**config.mk**
```make
export PLATFORM = sky130hd
export DESIGN_NAME = vga_timing_gen_flat
export DESIGN_NICKNAME = d
export VERILOG_FILES = /design/src/rtl/vga_timing_gen_if.sv /design/src/rtl/vga_timing_gen.sv /design/src/flat_wrapper.sv
export SDC_FILE = /design/constraint.sdc
export NUM_CORES = 1
export LEC_CHECK = 0
export CAP_MARGIN = 20
export CORE_MARGIN = 8
export CORE_UTILIZATION = 52
export CTS_CLUSTER_DIAMETER = 30
export DETAILED_ROUTE_END_ITERATION = 10
export PLACE_DENSITY = 0.74
export SYNTH_ARGS = -nofsm -noshare
export SYNTH_HDL_FRONTEND = slang
export SYNTH_SLANG_ARGS = --single-unit
```
**constraint.sdc**
```tcl
create_clock -name clk -period 2.08 [get_ports clk]
set_clock_uncertainty 0.1 [all_clocks]
set_input_delay 0.52 -clock clk [delete_from_list [all_inputs] [get_ports clk]]
set_output_delay 0.52 -clock clk [all_outputs]
set_load 0.02 [all_outputs]
```
**src/rtl/vga_timing_gen_if.sv**
```systemverilog
// Raster outputs of the VGA timing generator as seen by the graphics engine and sync pins.
interface vga_timing_gen_if;
    logic       pix_stb;
    logic [9:0] x;
    logic [8:0] y;
    logic       frame_active;
    logic       h_sync;
    logic       v_sync;
    logic       frame_start;

    modport master (
        output pix_stb, x, y, frame_active, h_sync, v_sync, frame_start
    );

    modport slave (
        input  pix_stb, x, y, frame_active, h_sync, v_sync, frame_start
    );
endinterface

```
**src/rtl/vga_timing_gen.sv**
```systemverilog
// VGA raster timing: h/v counters, sync pulses, active flag and pixel coordinates,
// all registered one strobe behind the counters so every output is glitch-free.
module vga_timing_gen #(
    parameter int H_ACTIVE = 640,
    parameter int H_FP     = 16,
    parameter int H_SYNC   = 96,
    parameter int H_BP     = 48,
    parameter int V_ACTIVE = 480,
    parameter int V_FP     = 10,
    parameter int V_SYNC   = 2,
    parameter int V_BP     = 33,
    parameter int SYNC_POL = 0,
    parameter int CLK_DIV  = 1
) (
    input  logic              clk,
    input  logic              rst_n,
    vga_timing_gen_if.master  vga
);
    localparam int H_TOTAL = H_ACTIVE + H_FP + H_SYNC + H_BP;
    localparam int V_TOTAL = V_ACTIVE + V_FP + V_SYNC + V_BP;

    localparam logic [9:0] H_LAST_C  = 10'(H_TOTAL - 1);
    localparam logic [9:0] V_LAST_C  = 10'(V_TOTAL - 1);
    localparam logic [9:0] H_ACT_C   = 10'(H_ACTIVE);
    localparam logic [9:0] V_ACT_C   = 10'(V_ACTIVE);
    localparam logic [9:0] H_SS_C    = 10'(H_ACTIVE + H_FP);
    localparam logic [9:0] H_SE_C    = 10'(H_ACTIVE + H_FP + H_SYNC);
    localparam logic [9:0] V_SS_C    = 10'(V_ACTIVE + V_FP);
    localparam logic [9:0] V_SE_C    = 10'(V_ACTIVE + V_FP + V_SYNC);
    localparam logic       SYNC_ACT  = (SYNC_POL != 0) ? 1'b1 : 1'b0;

    logic [9:0] h_cnt_r;
    logic [9:0] v_cnt_r;
    logic       toggle_r;
    logic       pix_stb_s;

    logic       frame_active_s;
    logic       h_sync_s;
    logic       v_sync_s;
    logic       frame_start_s;

    logic [9:0] x_r;
    logic [8:0] y_r;
    logic       frame_active_r;
    logic       h_sync_r;
    logic       v_sync_r;
    logic       frame_start_r;

    // At CLK_DIV=2 the toggle register itself is the strobe, so it is glitch-free too.
    assign pix_stb_s = (CLK_DIV == 1) ? 1'b1 : toggle_r;

    // Pixel strobe divider.
    always_ff @(posedge clk or negedge rst_n) begin
        if (!rst_n) begin
            toggle_r <= 1'b0;
        end else begin
            toggle_r <= (CLK_DIV == 2) ? ~toggle_r : 1'b0;
        end
    end

    // Horizontal and vertical raster counters.
    always_ff @(posedge clk or negedge rst_n) begin
        if (!rst_n) begin
            h_cnt_r <= 10'd0;
            v_cnt_r <= 10'd0;
        end else if (pix_stb_s) begin
            if (h_cnt_r == H_LAST_C) begin
                h_cnt_r <= 10'd0;
                if (v_cnt_r == V_LAST_C) begin
                    v_cnt_r <= 10'd0;
                end else begin
                    v_cnt_r <= v_cnt_r + 10'd1;
                end
            end else begin
                h_cnt_r <= h_cnt_r + 10'd1;
            end
        end else begin
            h_cnt_r <= h_cnt_r;
            v_cnt_r <= v_cnt_r;
        end
    end

    // Decode of the current counter position; registered below.
    always_comb begin
        frame_active_s = 1'b0;
        h_sync_s       = ~SYNC_ACT;
        v_sync_s       = ~SYNC_ACT;
        frame_start_s  = 1'b0;
        frame_active_s = (h_cnt_r < H_ACT_C) && (v_cnt_r < V_ACT_C);
        if ((h_cnt_r >= H_SS_C) && (h_cnt_r < H_SE_C)) begin
            h_sync_s = SYNC_ACT;
        end else begin
            h_sync_s = ~SYNC_ACT;
        end
        if ((v_cnt_r >= V_SS_C) && (v_cnt_r < V_SE_C)) begin
            v_sync_s = SYNC_ACT;
        end else begin
            v_sync_s = ~SYNC_ACT;
        end
        frame_start_s = (h_cnt_r == 10'd0) && (v_cnt_r == 10'd0);
    end

    // Output registers, loaded only on strobe clocks so outputs hold in between.
    always_ff @(posedge clk or negedge rst_n) begin
        if (!rst_n) begin
            x_r            <= 10'd0;
            y_r            <= 9'd0;
            frame_active_r <= 1'b0;
            h_sync_r       <= ~SYNC_ACT;
            v_sync_r       <= ~SYNC_ACT;
            frame_start_r  <= 1'b0;
        end else if (pix_stb_s) begin
            x_r            <= h_cnt_r;
            y_r            <= v_cnt_r[8:0];
            frame_active_r <= frame_active_s;
            h_sync_r       <= h_sync_s;
            v_sync_r       <= v_sync_s;
            frame_start_r  <= frame_start_s;
        end else begin
            x_r            <= x_r;
            y_r            <= y_r;
            frame_active_r <= frame_active_r;
            h_sync_r       <= h_sync_r;
            v_sync_r       <= v_sync_r;
            frame_start_r  <= frame_start_r;
        end
    end

    assign vga.pix_stb      = pix_stb_s;
    assign vga.x            = x_r;
    assign vga.y            = y_r;
    assign vga.frame_active = frame_active_r;
    assign vga.h_sync       = h_sync_r;
    assign vga.v_sync       = v_sync_r;
    assign vga.frame_start  = frame_start_r;
endmodule

```
**src/flat_wrapper.sv**
```systemverilog
// flat-port wrapper written by rule: the top's interface ports become plain ports
module vga_timing_gen_flat 
#(
    parameter int H_ACTIVE = 640,
    parameter int H_FP     = 16,
    parameter int H_SYNC   = 96,
    parameter int H_BP     = 48,
    parameter int V_ACTIVE = 480,
    parameter int V_FP     = 10,
    parameter int V_SYNC   = 2,
    parameter int V_BP     = 33,
    parameter int SYNC_POL = 0,
    parameter int CLK_DIV  = 1
)
  (clk, rst_n, vga_pix_stb, vga_x, vga_y, vga_frame_active, vga_h_sync, vga_v_sync, vga_frame_start);
  vga_timing_gen_if vga_i ();
  input  logic clk;
  input  logic rst_n;
  output wire logic [$bits(vga_i.pix_stb)-1:0] vga_pix_stb;
  output wire logic [$bits(vga_i.x)-1:0] vga_x;
  output wire logic [$bits(vga_i.y)-1:0] vga_y;
  output wire logic [$bits(vga_i.frame_active)-1:0] vga_frame_active;
  output wire logic [$bits(vga_i.h_sync)-1:0] vga_h_sync;
  output wire logic [$bits(vga_i.v_sync)-1:0] vga_v_sync;
  output wire logic [$bits(vga_i.frame_start)-1:0] vga_frame_start;
  assign vga_pix_stb = vga_i.pix_stb;
  assign vga_x = vga_i.x;
  assign vga_y = vga_i.y;
  assign vga_frame_active = vga_i.frame_active;
  assign vga_h_sync = vga_i.h_sync;
  assign vga_v_sync = vga_i.v_sync;
  assign vga_frame_start = vga_i.frame_start;
  vga_timing_gen #(.H_ACTIVE(H_ACTIVE), .H_FP(H_FP), .H_SYNC(H_SYNC), .H_BP(H_BP), .V_ACTIVE(V_ACTIVE), .V_FP(V_FP), .V_SYNC(V_SYNC), .V_BP(V_BP), .SYNC_POL(SYNC_POL), .CLK_DIV(CLK_DIV)) u_core (.clk(clk), .rst_n(rst_n), .vga(vga_i));
endmodule
```
### Word level (Yosys, flattened, before mapping)

Index checks and enable logic that the tools add are counted.

* word-level logic and storage cells: 28
* input port bits: 2
* flip-flop bits (word level): 43
* output and inout port bits: 24

* equal/unequal tests: 2
* order comparisons: 6
* reduce and logical (&&, ||, !) cells: 6
* multiplexer cells: 4
* add/sub/neg operators: 2

Operators with widths (number)
* 10-bit by 1-bit adder with 10-bit output, second input constant: 2
* 10-bit == test, second input constant: 2
* 10-bit logical NOT: 2
* 10-bit less-than comparator, second input constant: 2
* 10-bit by 9-bit less-than comparator with 1-bit output, second input constant: 2
* 10-bit two-way mux: 2
* 10-bit greater-or-equal comparator, second input constant: 1
* 10-bit by 9-bit greater-or-equal comparator with 1-bit output, second input constant: 1
* 1-bit logical AND: 4
* 1-bit two-way mux: 2

### Longest topological paths before layout

Gate-level depths: netlist (run 1).

* depth after elaboration: 3
* gate-level depth with buffers: 7
* gate-level depth less buffers: 5

### Worst setup path before layout (run 1)

No wires, ideal clock.

* path kind: flip-flop to flip-flop
* start point: reg u_core.h_cnt_r[0]
* end point: reg u_core.v_cnt_r[2]
* arrival: 1519 ps
* buffers on the path: 2
* period minus slack after synthesis: 1752 ps
* stages on the path, launching flop included: 8
* slack: 328 ps
* path through: dfrtp_1 ha_1 and3_1 buf_6 and4_2 buf_2 a21oi_1 a31oi_1

* longest elaborated chain between the ends: 1

Ends and longest elaborated chain
* from (decl): RTL line vga_timing_gen.sv:32 `logic [9:0] h_cnt_r;`
* from (signal assigned): RTL line vga_timing_gen.sv:75 `h_cnt_r <= h_cnt_r + 10'd1;`
* from (signal assigned): RTL line vga_timing_gen.sv:78 `h_cnt_r <= h_cnt_r;`
* 10-bit == test: RTL line vga_timing_gen.sv:67 `if (h_cnt_r == H_LAST_C) begin`
* to (signal assigned): RTL line vga_timing_gen.sv:72 `v_cnt_r <= v_cnt_r + 10'd1;`
* to (signal assigned): RTL line vga_timing_gen.sv:79 `v_cnt_r <= v_cnt_r;`
* to (decl): RTL line vga_timing_gen.sv:33 `logic [9:0] v_cnt_r;`

Every way passes these cells.
A chain may end at the register's enable or synchronous reset.

### Worst setup path after layout (run 1)

* start point: reg u_core.h_cnt_r[0]
* end point: reg u_core.v_cnt_r[8]

Same word-level chain as after synthesis.

==> impl_metrics.csv, run 1 <==
group,metric,value,unit
synth,synth.mux.area_fraction,0.584,%
synth,synth_compound_area_share,4.38,%
layout,layout-drive-gt1-share,12.6,%
route,via_count,1115,
synth,synthArstFlopShare,100,%
setup_path,rrSetupSlack,0.13,ns
timing,final_max_slew_viol_count,0,
placed_design,dpl_cell_area,1990,um2
synth,synth.area.top_cells,"dfrtp_1, dfstp_2, ha_1",
synth,synth.top_cell.area_share,59.9,%
synth,synth_cell_types,36,
setup_path,critPathBufInv,0,
floorplan,rows,21,
synth,yosysMostFrequentCell,"dfrtp_1",
synth,synth_top_family_by_area,"simple AND/OR/NAND/NOR gates",
floorplan,die_area,5390,um2
clock_tree,cts_hold_buf,0,
layout,antenna_cells,0,
synth,synth-xor-area-share,5.11,%
timing,rsz0062_at_grt,"false",
clock_tree,cts_tree,"built",
floorplan,num_io_pins,26,
synth,synth_nets,144,
synth,synth_area_per_cell,12.4,um2
power_and_ir_drop,power_density,673,nW/um2
clock_tree,h-tree-depth,2,
setup_path,crit_type,"flip-flop to flip-flop",
clock_tree,clock_path_buffers,2,
synth,ys_warn_count,0,
setup_path,reg2reg_to,"u_core.v_cnt_r[8]",
placed_design,dp_hpwl,2110,um
layout,final_nets,172,
synth,syn_area,1710,um2
run_status,status,"finished clean",
route,drc,0,
route,drtPass1Iterations,4,
timing,finalCriticalPeriod,1.95,ns
setup_path,worstPathCellList,"ha_1 -> and3_1 -> and4_2 -> nand4_1 -> xnor2_1",
clock_tree,root_buffer,"clkbuf_4",
synth,yosys_most_used_dff,"dfrtp_1",
layout,final_cell_area,2080,um2
layout,num-fill-cells,280,
global_route,grt_pass1_wl,4840,um
synth,synth-simple-area-share,20.2,%
synth,yosys.area.top_type,"dfrtp_1",
global_route,antenna_found_initial,0,
route,viasPerCell,5.23,
setup_path,cp.arrival,2.10,ns
floorplan,initial_core_util,52.6,%
clock_tree,cts_setup_buffers,0,
global_route,grt_overflow_total,0,
setup_path,crit_path_end_kind,"flip-flop",
route,dr.first_iter.drc_count,77,
route,ant_nets,0,
setup_path,slowest_delay,0.45,ns
placed_design,gp_congestion,0.915,
timing,max_freq,513,MHz
timing,worst_pin_slew,0.514,ns
floorplan,die_w,73.4,um
run,maxCapViolCount,0,
clock_tree,cts_buffers,5,
clock_tree,cts.sinks,43,
placed_design,portBuffers,24,
synth,synth_common_cells,"dfrtp_1, nor2_1, nand3_1",
setup_path,rr_startpoint,"u_core.h_cnt_r[0]",
setup_path,critPathMaxFanout,13,
synth,synth-edff-count,0,
floorplan,core-area,3260,um2
synth,seq_area_frac_synth,63.0,%
global_route,grt_max_degree,23,
synth,ys_seq_elements,43,
synth,synth_cells,138,
setup_path,critical-path-top-delay-family,"simple AND/OR/NAND/NOR gates",
power_and_ir_drop,leakagePower,0.962,nW
route,wl,2980,um
timing,setup_viol,0,
setup_path,worstPathRequired,2.23,ns
timing,hold_viol,0,
setup_path,critPathLaunchType,"flip-flop",
global_route,grt_pass1_vias,1086,
setup_path,r2r.worst_path.cells,5,
synth,synthAdderAreaFrac,2.92,%
timing,maxSlewHeadroom,65.7,%
min_path,hold_path_class,"primary input to asynchronous set/reset pin",
timing,hold_slack,0.0101,ns
clock_tree,path_clk_slew,0.12,ns
clock_tree,clock_latency,0.36,ns
route,wl_per_cell,14.0,um
timing,fin_crit_sh,93.6,%
power_and_ir_drop,peakVddDrop,0.419,mV
timing,fin_setup_tns,0,ns
floorplan,chipHeight,73.4,um
global_route,grt_usage,12.0,%
setup_path,slowest_stage,"dfrtp_1",
layout,area_growth,21.3,%
## area by class of cell
class / instances / area (um2) / area share, %
timing repair buffer: 25 / 253 / 12.2
clock buffer: 6 / 51.3 / 2.47
sequential: 43 / 1080 / 51.9
inverter: 8 / 30.0 / 1.44
clock inverter: 2 / 35.0 / 1.69
multi-input combinational: 83 / 573 / 27.6
tap: 46 / 57.6 / 2.77
## kinds of logic after synthesis
logic type	after synthesis
AOI/OAI and AO/OA	12
xor gates and xnor gates	10
adders and majority gates	4
buffers and inverters	12
DFF	43
muxes	1
other	1
and+or+nand+nor	55
## state kept, by name, indices dropped and copies added (netlist names)
signal	cells
u_core.h_cnt_r	10
u_core.v_cnt_r	10
u_core.vga.frame_active	1
u_core.vga.frame_start	1
u_core.vga.h_sync	1
u_core.vga.v_sync	1
u_core.vga.x	10
u_core.vga.y	9
## routing by layer
metal	routed length [um]	vias up	GRT usage, %
li1	-	538	-
met2	1360	35	19.1
met4	81	0	6.87
met1	1350	533	13.9
met3	185	9	3.96
met5	0	-	0
## placed cells by master, fill, tap and decap left out, drive strengths merged, types with 2 or more instances in the layout
cell type / count
a21oi: 3
and2: 2
and3: 8
and4: 2
buf: 2
clkbuf: 6
clkdlybuf4s50: 21
dfrtp: 41
dfstp: 2
dlygate4sd2: 2
ha: 4
inv: 8
nand2: 3
nand3: 9
nand4: 9
nor2: 11
nor3: 4
o21ai: 5
or3: 2
xnor2: 5
xor2: 5
## how the worst max path moves through the flow
stage / end / slack, ns / from / cells past startpoint
3_3_place_gp: u_core.v_cnt_r[6] / 0.25 / u_core.h_cnt_r[0] / 5
3_5_place_dp: u_core.v_cnt_r[8] / 0.14 / u_core.h_cnt_r[0] / 5
5_1_grt: u_core.v_cnt_r[8] / 0.005 / u_core.h_cnt_r[0] / 5
4_1_cts: vga_x[3] / 0.12 / u_core.vga.x[3] / 1
6_report: u_core.v_cnt_r[8] / 0.13 / u_core.h_cnt_r[0] / 5
2_1_floorplan: u_core.v_cnt_r[2] / 0.33 / u_core.h_cnt_r[0] / 7
## per-stage QoR
stage	util, %	worst slack, ns	power (mW)	cells
2_1_floorplan	-	0.328	0.855	138
3_3_place_gp	61.2	0.246	0.875	205
3_5_place_dp	61.2	0.145	0.875	205
4_1_cts	63.8	0.123	1.41	213
5_1_grt	63.8	0.00547	1.45	213
6_report	63.8	0.132	1.40	213
## where the power goes
part,leakage [nW],switching (mW),internal [mW],total [mW]
clock,0.0482,0.257,0.284,0.541
combinational,0.349,0.0173,0.00438,0.0217
sequential,0.565,0,0.836,0.836
## what timing repair did
action / in CTS / in global routing
endpoints found under the hold margin: 0 / 0
resized for setup: 2 / 0
setup endpoints to repair: 2 / 0
Note: power is estimated with default switching activity, not from simulation.
==> run 2: changes to the inputs <==
- PLACE_DENSITY: 0.74 -> 0.77
==> run 2 against run 1 <==
Power is 0.25% lower. Sequential power is essentially flat. Clock power fell by 0.7%. Setup slack better by 0.016 ns. Wire length shrank 1.0%. Fmax grew 0.80%. Register-to-register slack better by 0.02 ns. Critical endpoint is now vga_y[0]. Highest routed layer unchanged.
==> impl_metrics.csv, run 2 (synthesis gave the netlist of run 1 again) <==
group,metric,value,unit
placed_design,gp_congestion,0.967,
floorplan,die_w,73.4,um
setup_path,rrSetupSlack,0.15,ns
placed_design,dp_hpwl,2190,um
setup_path,reg2reg_to,"u_core.v_cnt_r[4]",
route,wl,2940,um
clock_tree,clock_path_buffers,2,
timing,final_max_slew_viol_count,0,
setup_path,critPathMaxFanout,1,
timing,fin_setup_tns,0,ns
timing,max_freq,518,MHz
setup_path,rr_startpoint,"u_core.h_cnt_r[0]",
global_route,grt_usage,12.3,%
setup_path,r2r.worst_path.cells,5,
setup_path,crit_path_end_kind,"primary output",
timing,rsz0062_at_grt,"false",
floorplan,die_area,5390,um2
timing,fin_crit_sh,92.9,%
setup_path,worstPathCellList,"clkdlybuf4s50_1",
layout,final_core_util,64.1,%
power_and_ir_drop,power.share.combinational,1.6,%
power_and_ir_drop,clkPwrFrac,38.5,%
route,drtPass1Iterations,4,
setup_path,critPathBufInv,1,
clock_tree,cts_tree,"built",
layout,final_common_cell,"dfrtp_1",
floorplan,num_io_pins,26,
power_and_ir_drop,internal_power,1.13,mW
run,maxCapViolCount,0,
setup_path,cp.arrival,1.31,ns
timing,hold_viol,0,
timing,setup_viol,0,
clock_tree,cts.sinks,43,
setup_path,startpoint,"u_core.vga.y[0]",
setup_path,worstPathRequired,1.46,ns
route,viasPerCell,5.28,
run_status,status,"finished clean",
clock_tree,path_clk_slew,0.12,ns
global_route,grt_pass1_wl,5020,um
layout,final_nets,173,
power_and_ir_drop,power_density,668,nW/um2
route,wl_per_cell,13.8,um
setup_path,critical-path-top-delay-family,"buffers and inverters",
timing,finalCriticalPeriod,1.93,ns
layout,area_growth,21.9,%
route,drc,0,
placed_design,portBuffers,24,
floorplan,chipHeight,73.4,um
power_and_ir_drop,power.switching,0.270,mW
floorplan,initial_core_util,52.6,%
global_route,grt_pass1_vias,1103,
route,ant_nets,0,
layout,mostFrequentLayoutCells,"dfrtp_1, clkdlybuf4s50_1, nor2_1, nand3_1",
layout,layout-drive-gt1-share,12.5,%
setup_path,slowest_delay,0.60,ns
global_route,grt_max_degree,26,
clock_tree,h-tree-depth,2,
setup_path,path_depth,1,
clock_tree,clock_latency,0.35,ns
power_and_ir_drop,sw_frac_of_total,19.3,%
global_route,grt_overflow_total,0,
clock_tree,cts_setup_buffers,0,
setup_path,crit_type,"flip-flop to primary output",
route,via_count,1129,
setup_path,cp-endpoint,"vga_y[0]",
layout,antenna_cells,0,
power_and_ir_drop,pwr-share-seq,59.9,%
power_and_ir_drop,peakVddDrop,0.429,mV
route,dr.first_iter.drc_count,74,
floorplan,rows,21,
global_route,antenna_found_initial,0,
clock_tree,cts_buffers,5,
power_and_ir_drop,leakagePower,0.966,nW
setup_path,slowest_stage,"clkdlybuf4s50_1",
setup_path,critPathLaunchType,"flip-flop",
floorplan,core-area,3260,um2
clock_tree,root_buffer,"clkbuf_4",
min_path,hold_path_class,"flip-flop to flip-flop",
==> run 2: changes by cell type in the layout (fill, tap and decap cells not counted) <==
cell           before  now
dlygate4sd3_1       0    1
==> run 2: power by group through the flow <==
stage	registers [mW]	logic [mW]	clock network, mW
4_1_cts	0.836	0.0239	0.552
5_1_grt	0.836	0.0268	0.589
3_5_place_dp	0.852	0.0226	0
3_3_place_gp	0.852	0.0222	0
2_1_floorplan	0.852	0.00301	0
6_report	0.836	0.0226	0.537
==> run 2: worst min path at each step <==
stage	start	depth (start not counted)	endpoint	slack, ns
finish	u_core.h_cnt_r[9]	0	u_core.vga.x[9]	0.32
global route	u_core.h_cnt_r[9]	0	u_core.vga.x[9]	0.34
CTS	u_core.h_cnt_r[9]	0	u_core.vga.x[9]	0.32
detailed placement	u_core.h_cnt_r[9]	0	u_core.vga.x[9]	0.30
global placement	u_core.h_cnt_r[9]	0	u_core.vga.x[9]	0.30
floorplan	rst_n	0	u_core.h_cnt_r[0]	0.12
==> run 2: routing by layer <==
layer  global-route usage (%)  up-vias  part of all wire, %
met4                     6.43        0                  1.9
met3                     5.46        5                  9.0
li1                         -      540                    -
met1                     14.6      541                   44
met5                        0        -                    0
met2                     18.4       43                   45
==> run 2: through the flow <==
| step | worst slack [ns] | instance area (um2) | instances | hold WS [ns] | power (mW) |
|---|---|---|---|---|---|
| final | 0.148 | 2090 | 214 | 0.321 | 1.40 |
| after global routing | 0.00788 | 2090 | 214 | 0.345 | 1.45 |
| after CTS | 0.123 | 2090 | 214 | 0.325 | 1.41 |
| after detailed placement | 0.144 | 1990 | 205 | 0.298 | 0.874 |
| after global placement | 0.248 | 1990 | 205 | 0.296 | 0.874 |
| after floorplan | 0.328 | 1710 | 138 | 0.124 | 0.855 |
==> run 2: repair_timing <==
item / 4_1_cts / 5_1_grt
hold buffers: 1 / 0
hold endpoints to repair: 11 / 0
resized for setup: 2 / 0
setup endpoints to repair: 2 / 0
==> run 2: final cells by class <==
type	instances	area (um2)
multi-input cells	83	573
repair buffers	26	263
fillers	275	1170
flip-flops and latches	43	1080
clock inverters	2	35.0
well taps	46	57.6
clock buffers	6	51.3
inverters	8	30.0
==> run 3: changes to the inputs <==
- CAP_MARGIN: 20 -> not set
==> results of run 3 <==
Same layout as run 2: the final DEF is identical, and so are final timing and power.
